==> src/rtl/ac_pkg.sv <==
// Shared types and constants for the multi-zone AC controller.
// Zone state encoding and the sensor-fault code helper.
package ac_pkg;

  typedef enum logic [1:0] {
    ST_IDLE = 2'd0,
    ST_HEAT = 2'd1,
    ST_COOL = 2'd2
  } zone_state_e;

  // An all-ones reading means the sensor is open or shorted.
  function automatic int fault_code(input int tw);
    return (1 << tw) - 1;
  endfunction

endpackage

==> src/rtl/ac_zone.sv <==
// One zone: heat/cool/idle FSM with hysteresis, minimum dwell timer
// and sensor-fault flag.
module ac_zone
  import ac_pkg::*;
#(
  parameter int TW        = 5,
  parameter int HEAT_ON   = 18,
  parameter int HEAT_OFF  = 20,
  parameter int COOL_ON   = 22,
  parameter int COOL_OFF  = 20,
  parameter int MIN_DWELL = 4
) (
  input  logic          clk,
  input  logic          rst,
  input  logic          enable,
  input  logic [TW-1:0] temp,
  output logic          heating,
  output logic          cooling,
  output logic          fault
);

  localparam int CW = $clog2(MIN_DWELL + 1);

  localparam logic [TW-1:0] T_HON  = TW'(HEAT_ON);
  localparam logic [TW-1:0] T_HOFF = TW'(HEAT_OFF);
  localparam logic [TW-1:0] T_CON  = TW'(COOL_ON);
  localparam logic [TW-1:0] T_COFF = TW'(COOL_OFF);
  localparam logic [TW-1:0] T_BAD  = TW'(fault_code(TW));
  localparam logic [CW-1:0] C_MAX  = CW'(MIN_DWELL);

  zone_state_e   state;
  zone_state_e   state_nxt;
  logic [CW-1:0] cnt;
  logic [CW-1:0] cnt_sat;
  logic          ripe;
  logic          sensor_bad;
  logic          fault_q;

  assign sensor_bad = (temp == T_BAD);

  // Counter value this edge would produce; ripe once that reaches
  // MIN_DWELL, so a state entered at edge k may leave at k+MIN_DWELL.
  assign cnt_sat = (cnt == C_MAX) ? cnt : cnt + 1'b1;
  assign ripe    = (cnt_sat == C_MAX);

  always_ff @(posedge clk) begin
    if (rst) begin
      state <= ST_IDLE;
    end else begin
      state <= state_nxt;
    end
  end

  always_ff @(posedge clk) begin
    if (rst) begin
      cnt <= C_MAX;
    end else if (state_nxt != state) begin
      cnt <= '0;
    end else begin
      cnt <= cnt_sat;
    end
  end

  always_ff @(posedge clk) begin
    if (rst) begin
      fault_q <= 1'b0;
    end else begin
      fault_q <= sensor_bad;
    end
  end

  always_comb begin
    state_nxt = state;
    if (!enable || sensor_bad) begin
      state_nxt = ST_IDLE;
    end else if (ripe) begin
      unique case (state)
        ST_IDLE: begin
          if (temp <= T_HON) begin
            state_nxt = ST_HEAT;
          end else if (temp >= T_CON) begin
            state_nxt = ST_COOL;
          end
        end
        ST_HEAT: begin
          if (temp >= T_HOFF) begin
            state_nxt = ST_IDLE;
          end
        end
        ST_COOL: begin
          if (temp <= T_COFF) begin
            state_nxt = ST_IDLE;
          end
        end
        default: state_nxt = ST_IDLE;
      endcase
    end
  end

  always_comb begin
    heating = (state == ST_HEAT);
    cooling = (state == ST_COOL);
    fault   = fault_q;
  end

endmodule

==> src/rtl/ac_zone_ctrl.sv <==
// Multi-zone AC controller: one independent ac_zone per zone,
// slicing the flattened temperature bus.
module ac_zone_ctrl
  import ac_pkg::*;
#(
  parameter int ZONES     = 2,
  parameter int TW        = 5,
  parameter int HEAT_ON   = 18,
  parameter int HEAT_OFF  = 20,
  parameter int COOL_ON   = 22,
  parameter int COOL_OFF  = 20,
  parameter int MIN_DWELL = 4
) (
  input  logic                clk,
  input  logic                rst,
  input  logic                enable,
  input  logic [ZONES*TW-1:0] temperature,
  output logic [ZONES-1:0]    heating,
  output logic [ZONES-1:0]    cooling,
  output logic [ZONES-1:0]    fault
);

  for (genvar z = 0; z < ZONES; z++) begin : g_zone
    ac_zone #(
      .TW        (TW),
      .HEAT_ON   (HEAT_ON),
      .HEAT_OFF  (HEAT_OFF),
      .COOL_ON   (COOL_ON),
      .COOL_OFF  (COOL_OFF),
      .MIN_DWELL (MIN_DWELL)
    ) u_zone (
      .clk     (clk),
      .rst     (rst),
      .enable  (enable),
      .temp    (temperature[z*TW +: TW]),
      .heating (heating[z]),
      .cooling (cooling[z]),
      .fault   (fault[z])
    );
  end

endmodule

==> config.mk <==
export PLATFORM = sky130hd
export DESIGN_NAME = ac_zone_ctrl
export DESIGN_NICKNAME = d
export VERILOG_FILES = /design/src/rtl/ac_pkg.sv /design/src/rtl/ac_zone.sv /design/src/rtl/ac_zone_ctrl.sv
export SDC_FILE = /design/constraint.sdc
export NUM_CORES = 1
export LEC_CHECK = 0
export ABC_AREA = 1
export CORE_MARGIN = 5
export CORE_UTILIZATION = 49
export DETAILED_ROUTE_END_ITERATION = 8
export GPL_TIMING_DRIVEN = 1
export PLACE_DENSITY = 0.77
export SLEW_MARGIN = 20
export SYNTH_ARGS = -nofsm -noshare
export SYNTH_HDL_FRONTEND = slang
export SYNTH_SLANG_ARGS = --single-unit
==> constraint.sdc <==
create_clock -name clk -period 1.95 [get_ports clk]
set_input_delay 0.585 -clock clk [delete_from_list [all_inputs] [get_ports clk]]
set_output_delay 0.585 -clock clk [all_outputs]
set_load 0.005 [all_outputs]
==> qor.csv <==
metric,value,unit
largest family of logic cells by synthesized area,simple AND/OR/NAND/NOR gates,
Via density,4.81,
"Top cell by count, worst path",inv_1,
Routed WL,1970,microns
pre-CTS WS,-96.2,ps
Setup TNS Final,0,ps
Buf/Inv on CP,3,
Hold WC Path Type,flop to flop,
cell family with the largest share of critical-path delay,buffers and inverters,
Synth Register Bits,12,
HP Start,g_zone[0].u_zone.state[0]$_SDFF_PP0_,
post-detailed-route wirelength per cell,9.74,microns
complex-gate fraction of the synthesized area,0.0785,
xor/xnor cell area share of the yosys netlist,0,
die area,2810,sq um
Top Ports,19,
VDD IR max,0.959,mV
worst slew pin tran,299,ps
Post-Synth Adder-Cell Area,0.0551,
Clock Path Buffers,2,
Power Density,1190,nW/um^2
Placed Cells,195,
core footprint,1750,sq um
Syn Inst Count,149,
mapped cell area,908,sq um
Clock Skew,1.68,ps
Final period util,0.973,
root buf cell,clkbuf_4,
critical path startpoint category,flop,
Max Fclk,0.527,GHz
router iterations before antenna repair,4,
CP max FO,4,
CP Data Arrival Time,1310,ps
area share of the largest cell type after synthesis,0.264,
Syn. warnings,0,
PortBufs,18,
post-synthesis average cell area,6.10,sq um
Total Routing Usage GR,0.159,
maxcap violations,0,
routed vias,972,
reg2reg end,g_zone[1].u_zone.cnt[2]$_SDFF_PP1_,
fin crit period,1900,ps
Final nets,195,
leak pwr,0.640,nW
Die Y,53.1,microns
fraction of layout cells with a size suffix above 1,0.186,
filler cell count,144,
CTS tree,done,
sequential share of the synthesized area,0.264,
"Clk pin slew, worst setup/hold paths",80,ps
max-slew violation count,0,
Simple-Gate Fraction of Synth Area,0.428,
Setup-failing EPs final,0,
DP HPWL,1510,microns
"Max stage delay cell, worst path",clkdlybuf4s50_1,
DRT iter0 DRCs,25,
"Worst Setup Slack, final",51.7,ps
Hold EP,g_zone[0].u_zone.state[0]$_SDFF_PP0_,
Final GP Congestion,0.825,
Fin. Hold Viols,0,
Critical Path RT,1360,ps
Num CTS Buffers,3,
Starting Density,0.520,
largest net degree at the start of global routing,8,
synthesis-to-layout area growth,33.3,%
post-route insts no fill,202,
Cell variety after synth,21,
worst hold path depth,2,
# rows,15,
R2R cell count,14,
reg2reg setup slack,250,ps
reg2reg start,g_zone[1].u_zone.cnt[0]$_SDFF_PP0_,
Crit Path Class,flop to output pin,
die width,53.1,microns
first-pass GRT wire length,3350,microns
ANT nets after route,0,
status,"finished, final reports clean",
syn nets,166,
worst path cell trace,inv_1 > nand2_1 > inv_1 > clkdlybuf4s50_1,
Critical Path Max Stage Delay,490,ps
Synth area leader,dfxtp_1,
post-synthesis mux area share,0,
ranking of synthesized cells by area,"dfxtp_1 26%, nand2_1 16%, inv_1 11%, nand3_1 8.3%, nor2_1 6.6%",
crit end category,output pin,
Post-CTS Hold Fix Bufs,0,
max_slew headroom,0.798,
RSZ-0062 raised after global routing,true,
antenna cells,0,
remaining global-route overflow,0,
Sink Count,12,
CTS H-Tree Depth,1,
initial antenna violation count,0,
vias in the first global route,891,
Skew-Pair Late Insertion Delay,280,ps
drt drc,0,
[worst max path at each step]
stage	start	to	slack, ps	depth (start not counted)
after floorplan	g_zone[1].u_zone.cnt[0]$_SDFF_PP0_	g_zone[1].u_zone.cnt[2]$_SDFF_PP1_	480	14
after global placement	temperature[2]	g_zone[0].u_zone.cnt[2]$_SDFF_PP1_	-70	8
after detailed placement	temperature[2]	g_zone[0].u_zone.cnt[2]$_SDFF_PP1_	-100	8
after CTS	g_zone[0].u_zone.state[1]$_SDFF_PP0_	heating[0]	3	4
after global routing	temperature[4]	g_zone[0].u_zone.cnt[0]$_SDFF_PP0_	-30	10
final	g_zone[0].u_zone.state[0]$_SDFF_PP0_	cooling[0]	50	4
[report_power, final]
| group | total, mW | switching (mW) | internal (mW) | leakage, nW |
|---|---|---|---|---|
| logic | 0.863 | 0.496 | 0.368 | 0.520 |
| registers | 0.376 | 0.0572 | 0.319 | 0.0995 |
| clock network | 0.207 | 0.0933 | 0.114 | 0.0210 |
| total | 1.45 | 0.646 | 0.800 | 0.640 |
[per-stage QoR]
| stage | hold slack (ps) | area, sq um | util | power (mW) |
|---|---|---|---|---|
| CTS | 542 | 1180 | 0.677 | 1.41 |
| finish | 526 | 1210 | 0.694 | 1.45 |
| detailed placement | 530 | 1150 | 0.657 | 1.19 |
| global route | 546 | 1210 | 0.694 | 1.60 |
| floorplan | 498 | 908 | - | 0.985 |
| global placement | 524 | 1150 | 0.657 | 1.17 |
[cell usage in the layout, fill, tap and decap left out, types with 4 or more instances in the layout]
| cell type | n |
|---|---|
| nand4_1 | 4 |
| buf_4 | 13 |
| nor2_1 | 16 |
| clkdlybuf4s50_1 | 17 |
| inv_1 | 25 |
| nand2_1 | 39 |
| ha_1 | 4 |
| o21ai_0 | 4 |
| nand3_1 | 15 |
| inv_2 | 4 |
| nand2_2 | 4 |
| dfxtp_1 | 9 |
[worst reg2reg max path, stage by stage (launching register included)]
cell and delay (ps):
dfxtp_1 360, inv_1 70, ha_1 230, nand2_2 100
nand2_1 70, nand2_2 90, nand2_1 60, nor2_2 140
nand2_1 80, nand2_1 90, nand2_1 90, nand2_1 80
inv_1 50, nand4_1 60, nand2_1 50
[repair_timing]
action | CTS | global route
gates resized for setup | 1 | 5
endpoints found under the setup margin | 1 | 6
setup buffers | 0 | 3
[routing by layer]
metal	GRT usage	wire (microns)
met3	0.0507	82
met4	0.0383	14
met2	0.277	1040
met1	0.187	835
met5	0	0
[layout make-up]
class | count | area [sq um] | share of cell area
timing repair buffer | 31 | 280 | 0.231
inverter | 29 | 109 | 0.0899
multi-input combinational | 101 | 510 | 0.421
sequential | 12 | 244 | 0.201
tap | 25 | 31.3 | 0.0258
clock buffer | 4 | 36.3 | 0.0300
[cell usage after synthesis, drive strengths merged]
cell,n
a211oi,2
a21boi,3
a21oi,2
buf,6
clkbuf,1
dfxtp,12
ha,4
inv,29
nand2,43
nand3,18
nand4,4
nor2,17
nor3,3
nor4,1
o21ai,4
[cell families after synthesis]
kind of cell             count (synthesis)
AND/OR/NAND/NOR                         86
buffers and inverters                   36
flip-flops                              12
AO/OA/AOI/OAI                           11
adder cells (fa/ha/maj)                  4
[state kept, by name, summed over array words and instances (netlist names)]
signal / flops
g_zone.u_zone.cnt: 6
g_zone.u_zone.state: 4
g_zone.u_zone.fault: 2
Note: power is estimated with default switching activity, not from simulation.
==> RTL change 1, RTL diff (same flow settings) <==
Add an input register stage for `enable` and `temperature`, without a reset; this delays them by one clock.
--- a/src/rtl/ac_zone_ctrl.sv
+++ b/src/rtl/ac_zone_ctrl.sv
@@ -22,2 +22,10 @@
 
+  logic enable_q;
+  logic [ZONES*TW-1:0] temperature_q;
+
+  always_ff @(posedge clk) begin
+      enable_q      <= enable;
+      temperature_q <= temperature;
+  end
+
   for (genvar z = 0; z < ZONES; z++) begin : g_zone
@@ -33,4 +41,4 @@
       .rst     (rst),
-      .enable  (enable),
-      .temp    (temperature[z*TW +: TW]),
+      .enable  (enable_q),
+      .temp    (temperature_q[z*TW +: TW]),
       .heating (heating[z]),
Function: changed (a bounded check fails within 4 cycles, from zero or initial values and one cycle with rst high).
==> RTL change 1 against the unedited design <==
  * Synthesized area up 30%
  * Highest routed layer unchanged
  * Setup slack gained 0.15 ns
  * Largest power group unchanged
  * Sequential cell count increased by 11
  * Routed wire length increased by 3.9%
  * Power rose by 25%
  * Global-route usage is 3.1 points lower
  * Design area up 15%
  * Die area grew 24%
==> RTL change 1: results (changes against the unedited design) <==
| Metric | Value |
|---|---|
| Run status | `finished, final reports clean` |
| P&R area growth vs syn | `18.8%` |
| CP max-delay cell | `dfxtp_4` |
| Vias in the first global route | `970 (+8.9%)` |
| Cell Int Power | `0.00104 W (+30%)` |
| Worst slack, placed | `0.252 ns (+0.348 ns)` |
| Worst IR Drop VDD | `0.793 mV (-17%)` |
| Via count | `1,019 (+4.8%)` |
| Post-synthesis cell type count | `20 (-4.8%)` |
| Clock buf/inv share | `1.88% (-1.1 points)` |
| Clk Latency, worst-skew pair | `0.30 ns (+0.02 ns)` |
| Lkg Pwr | `0.762 nW (+19%)` |
| Placed cell areas | `0.00134 mm^2 (+17%)` |
| Wire per inst | `9.65 um (-0.99%)` |
| Post-Synthesis Cells | `166 (+11%)` |
| Synth area leaders | `dfxtp_1, nand2_1, inv_1` |
| Max FO, Critical Path | `5 (+1)` |
| Fill cell count | `206 (+43%)` |
| Placed insts | `205 (+5.1%)` |
| Syn Nets | `183 (+10%)` |
| Adder-Cell Fraction of Synth Area | `4.25% (-1.3 points)` |
| Hpwl dp | `1670 um (+10%)` |
| Vias per cell | `4.81 (-0.11%)` |
| Peak Freq | `573 MHz (+8.8%)` |
| Slew margin rel. | `77.6% (-2.3 points)` |
| Largest net degree at the start of global routing | `13 (+5)` |
| Sink Count | `23 (+11)` |
| Crit path largest cell delay | `0.36 ns (-0.13 ns)` |
| Worst min-delay path class | `register to register` |
| Gr usage total | `12.8% (-3.1 points)` |
| Post-synth top cells | `nand2_1, inv_1, dfxtp_1` |
| P per Cell Area | `1300 mW/mm^2 (+8.6%)` |
| Comb pwr | `0.000961 W (+11%)` |
| Routability cong. | `0.823 (-0.27%)` |
| Skew final | `0.00185 ns (+0.000171 ns)` |
| Fin Hold WS | `0.500 ns (-0.0266 ns)` |
| Fraction of layout cells with a size suffix above 1 | `14.7% (-4.0 points)` |
| Final Net Count | `202 (+3.6%)` |
| Non-clock buffer share | `14.9% (-8.2 points)` |
| Comb_multi_in | `104 (+3.0%)` |
| Nonclk buf count | `21 (-32%)` |
| Inverters | `32 (+10%)` |
| Drt initial violations | `29 (+16%)` |
| Multi-input logic portion of the cell area | `38.6% (-3.5 points)` |
| First-pass GRT wire length | `3510 um (+4.7%)` |
| CP arrival | `1.16 ns (-0.15 ns)` |
| Well-Tap Cells | `28 (+12%)` |
| Storage cell area | `468 um^2 (+92%)` |
| Synth Area in Compound Gates | `4.04% (-3.8 points)` |
| Root Driver | `clkbuf_4` |
| Post-synthesis sequential area ratio | `39.1% (+13 points)` |
| Clock power share | `11.9% (-2.4 points)` |
| PostCTS Resize Cnt | `7 (+6)` |
| Post-CTS Setup Bufs | `2 (+2)` |
| Worst-path clk slew | `0.12 ns (+0.04 ns)` |
## RTL change 1: changes by cell type in the layout (fill, tap and decap cells not counted), moves of 3 or more
| cell | unedited run | this run |
|---|---|---|
| inv_1 | 25 | 30 |
| clkdlybuf4s50_1 | 17 | 14 |
| nand2_2 | 4 | 7 |
| dfxtp_1 | 9 | 19 |
| nor2_4 | 0 | 3 |
| buf_4 | 13 | 3 |
## RTL change 1: worst paths after layout
kind                                        start                                  to  cells past startpoint
max          g_zone[1].u_zone.state[0]$_SDFF_PP0_                          cooling[1]                      3
min                      temperature_q[7]$_DFF_P_   g_zone[1].u_zone.fault$_SDFF_PP0_                      2
max reg2reg    g_zone[0].u_zone.cnt[0]$_SDFF_PP0_  g_zone[0].u_zone.cnt[2]$_SDFF_PP1_                     12
min reg2reg              temperature_q[7]$_DFF_P_   g_zone[1].u_zone.fault$_SDFF_PP0_                      2
## RTL change 1: metal layers
layer  routed length, um  track usage, %
met1                 851            12.8
met2                1060            25.1
met3                  98            3.05
met4                  40            4.85
met5                   0               0
==> RTL change 2, RTL diff (config.mk and constraints unchanged) <==
Without the edit above. `TW` is set to 5 in 2 places; all go to 10.
--- a/src/rtl/ac_zone.sv
+++ b/src/rtl/ac_zone.sv
@@ -5,3 +5,3 @@
 #(
-  parameter int TW        = 5,
+  parameter int TW        = 10,
   parameter int HEAT_ON   = 18,
--- a/src/rtl/ac_zone_ctrl.sv
+++ b/src/rtl/ac_zone_ctrl.sv
@@ -6,3 +6,3 @@
   parameter int ZONES     = 2,
-  parameter int TW        = 5,
+  parameter int TW        = 10,
   parameter int HEAT_ON   = 18,
Ports: changed (resized temperature); port bits go from 19 to 29. The function was not compared with the original's and may differ.
==> RTL change 2 against the unedited design <==
  * Combinational power increased by 31%
  * Routed wire length rose by 41%
  * Sequential cell count unchanged
  * Register-to-register slack got worse by 0.05 ns
  * Setup slack improved by 0.083 ns
  * Via count grew 38%
  * Power rose by 21%
  * Synthesized area is 31% higher
  * Die area is 25% higher
  * Design area rose by 35%
  * Non-clock buffer count up 7
  * Highest routed layer unchanged
==> RTL change 2: results (changes against the unedited design) <==
| Metric | Value |
|---|---|
| Root Driver | `clkbuf_4` |
| Via count | `1,339 (+38%)` |
| Adder-Cell Fraction of Synth Area | `4.21% (-1.3 points)` |
| Max Root-Sink Buffers | `2 (unchanged)` |
| Lkg Pwr | `0.869 nW (+36%)` |
| Met3 Resource Use GR | `1.74% (-3.3 points)` |
| Worst IR Drop VDD | `0.720 mV (-25%)` |
| Placed insts | `270 (+38%)` |
| Worst-Margin Slew | `0.209 ns (-0.0904 ns)` |
| Post-synthesis cell type count | `20 (-4.8%)` |
| WL met2 | `1400 um (+35%)` |
| Worst R2R Setup Slack | `0.20 ns (-0.05 ns)` |
| Fraction of layout cells with a size suffix above 1 | `22.0% (+3.3 points)` |
| Drt total wl | `2770 um (+41%)` |
| First-pass GRT wire length | `4910 um (+46%)` |
| Max FO, Critical Path | `3 (-1)` |
| Hold Path Sink | `g_zone[0].u_zone.cnt[1]$_SDFF_PP0_` |
| GR Util met2 | `31.0% (+3.4 points)` |
| CP arrival | `2.03 ns (+0.72 ns)` |
| Metal3 WL | `107 um (+30%)` |
| Gr usage total | `17.4% (+1.5 points)` |
| Port Buffers | `28 (+10)` |
| Met1 Usage GRT | `21.0% (+2.3 points)` |
| Drt initial violations | `40 (+60%)` |
| Cell Int Power | `0.000926 W (+16%)` |
| Syn Nets | `237 (+43%)` |
| Async set or reset register ratio after synthesis | `0% (unchanged)` |
| Synth area leaders | `dfxtp_1, nand2_1, nor2_1` |
| Run status | `finished, final reports clean` |
| Worst-path clk slew | `0.08 ns (about the same)` |
| Post-Synthesis Cells | `210 (+41%)` |
| Worst hold stages | `3 (+1)` |
| Worst min-delay path class | `register to register` |
| Fin Hold WS | `0.575 ns (+0.0486 ns)` |
| Synth Warn # | `0 (unchanged)` |
| Hpwl dp | `2280 um (+50%)` |
| Comb pwr | `0.00113 W (+31%)` |
| Post-synthesis sequential area ratio | `20.2% (-6.2 points)` |
| Vias in the first global route | `1,301 (+46%)` |
| Synth Area in Compound Gates | `2.32% (-5.5 points)` |
| Placed cell areas | `0.00153 mm^2 (+34%)` |
| Reg power frac | `23.7% (-2.3 points)` |
| Wire per inst | `10.1 um (+3.6%)` |
| Post-synth top cells | `nand2_1, nor2_1, inv_1` |
| Critical R2R Capture | `g_zone[1].u_zone.cnt[2]$_SDFF_PP1_` |
| Skew final | `0.00189 ns (+0.000213 ns)` |
| Routability cong. | `0.882 (+6.9%)` |
RTL change 2: area by class of cell:
cell class / count / area (um^2)
Tap cell: 28 / 35.0
Fill cell: 208 / 619
Timing Repair Buffer: 38 / 370
Inverter: 34 / 128
Sequential cell: 12 / 254
Clock buffer: 4 / 36.3
Multi-Input combinational cell: 158 / 812
RTL change 2: how the worst max path moves through the flow:
stage | from | endpoint | depth (start not counted)
floorplan | g_zone[1].u_zone.cnt[0]$_SDFF_PP0_ | g_zone[1].u_zone.cnt[2]$_SDFF_PP1_ | 12
global placement | temperature[14] | g_zone[1].u_zone.cnt[2]$_SDFF_PP1_ | 12
detailed placement | temperature[14] | g_zone[1].u_zone.cnt[2]$_SDFF_PP1_ | 12
CTS | g_zone[1].u_zone.state[1]$_SDFF_PP0_ | cooling[1] | 3
global route | g_zone[1].u_zone.cnt[0]$_SDFF_PP0_ | g_zone[1].u_zone.cnt[2]$_SDFF_PP1_ | 14
finish | temperature[5] | g_zone[0].u_zone.cnt[0]$_SDFF_PP0_ | 13
RTL change 2: timing repair:
item                       4_1_cts  5_1_grt
setup endpoints to repair        4        8
gates resized for setup         11       17
pin swaps                        0        4
RTL change 2: worst max-delay path, delay by kind of cell:
kind          cells  cell delay [ns]
buf+inv           2             0.58
simple gates     11             0.85
RTL change 2: stage by stage:
step | utilization, % | total power, W | setup slack, ns
floorplan | - | 0.00121 | 0.414
global placement | 68.0 | 0.00147 | -0.210
detailed placement | 68.0 | 0.00150 | -0.206
CTS | 70.1 | 0.00173 | 0.0206
global route | 72.5 | 0.00194 | -0.0172
finish | 72.5 | 0.00175 | 0.134
RTL change 2: cell families after synthesis:
family | Yosys count
buffers and inverters | 40
flip-flops | 12
AND/OR/NAND/NOR | 150
AO/OA/AOI/OAI | 4
adder cells (fa/ha/maj) | 4
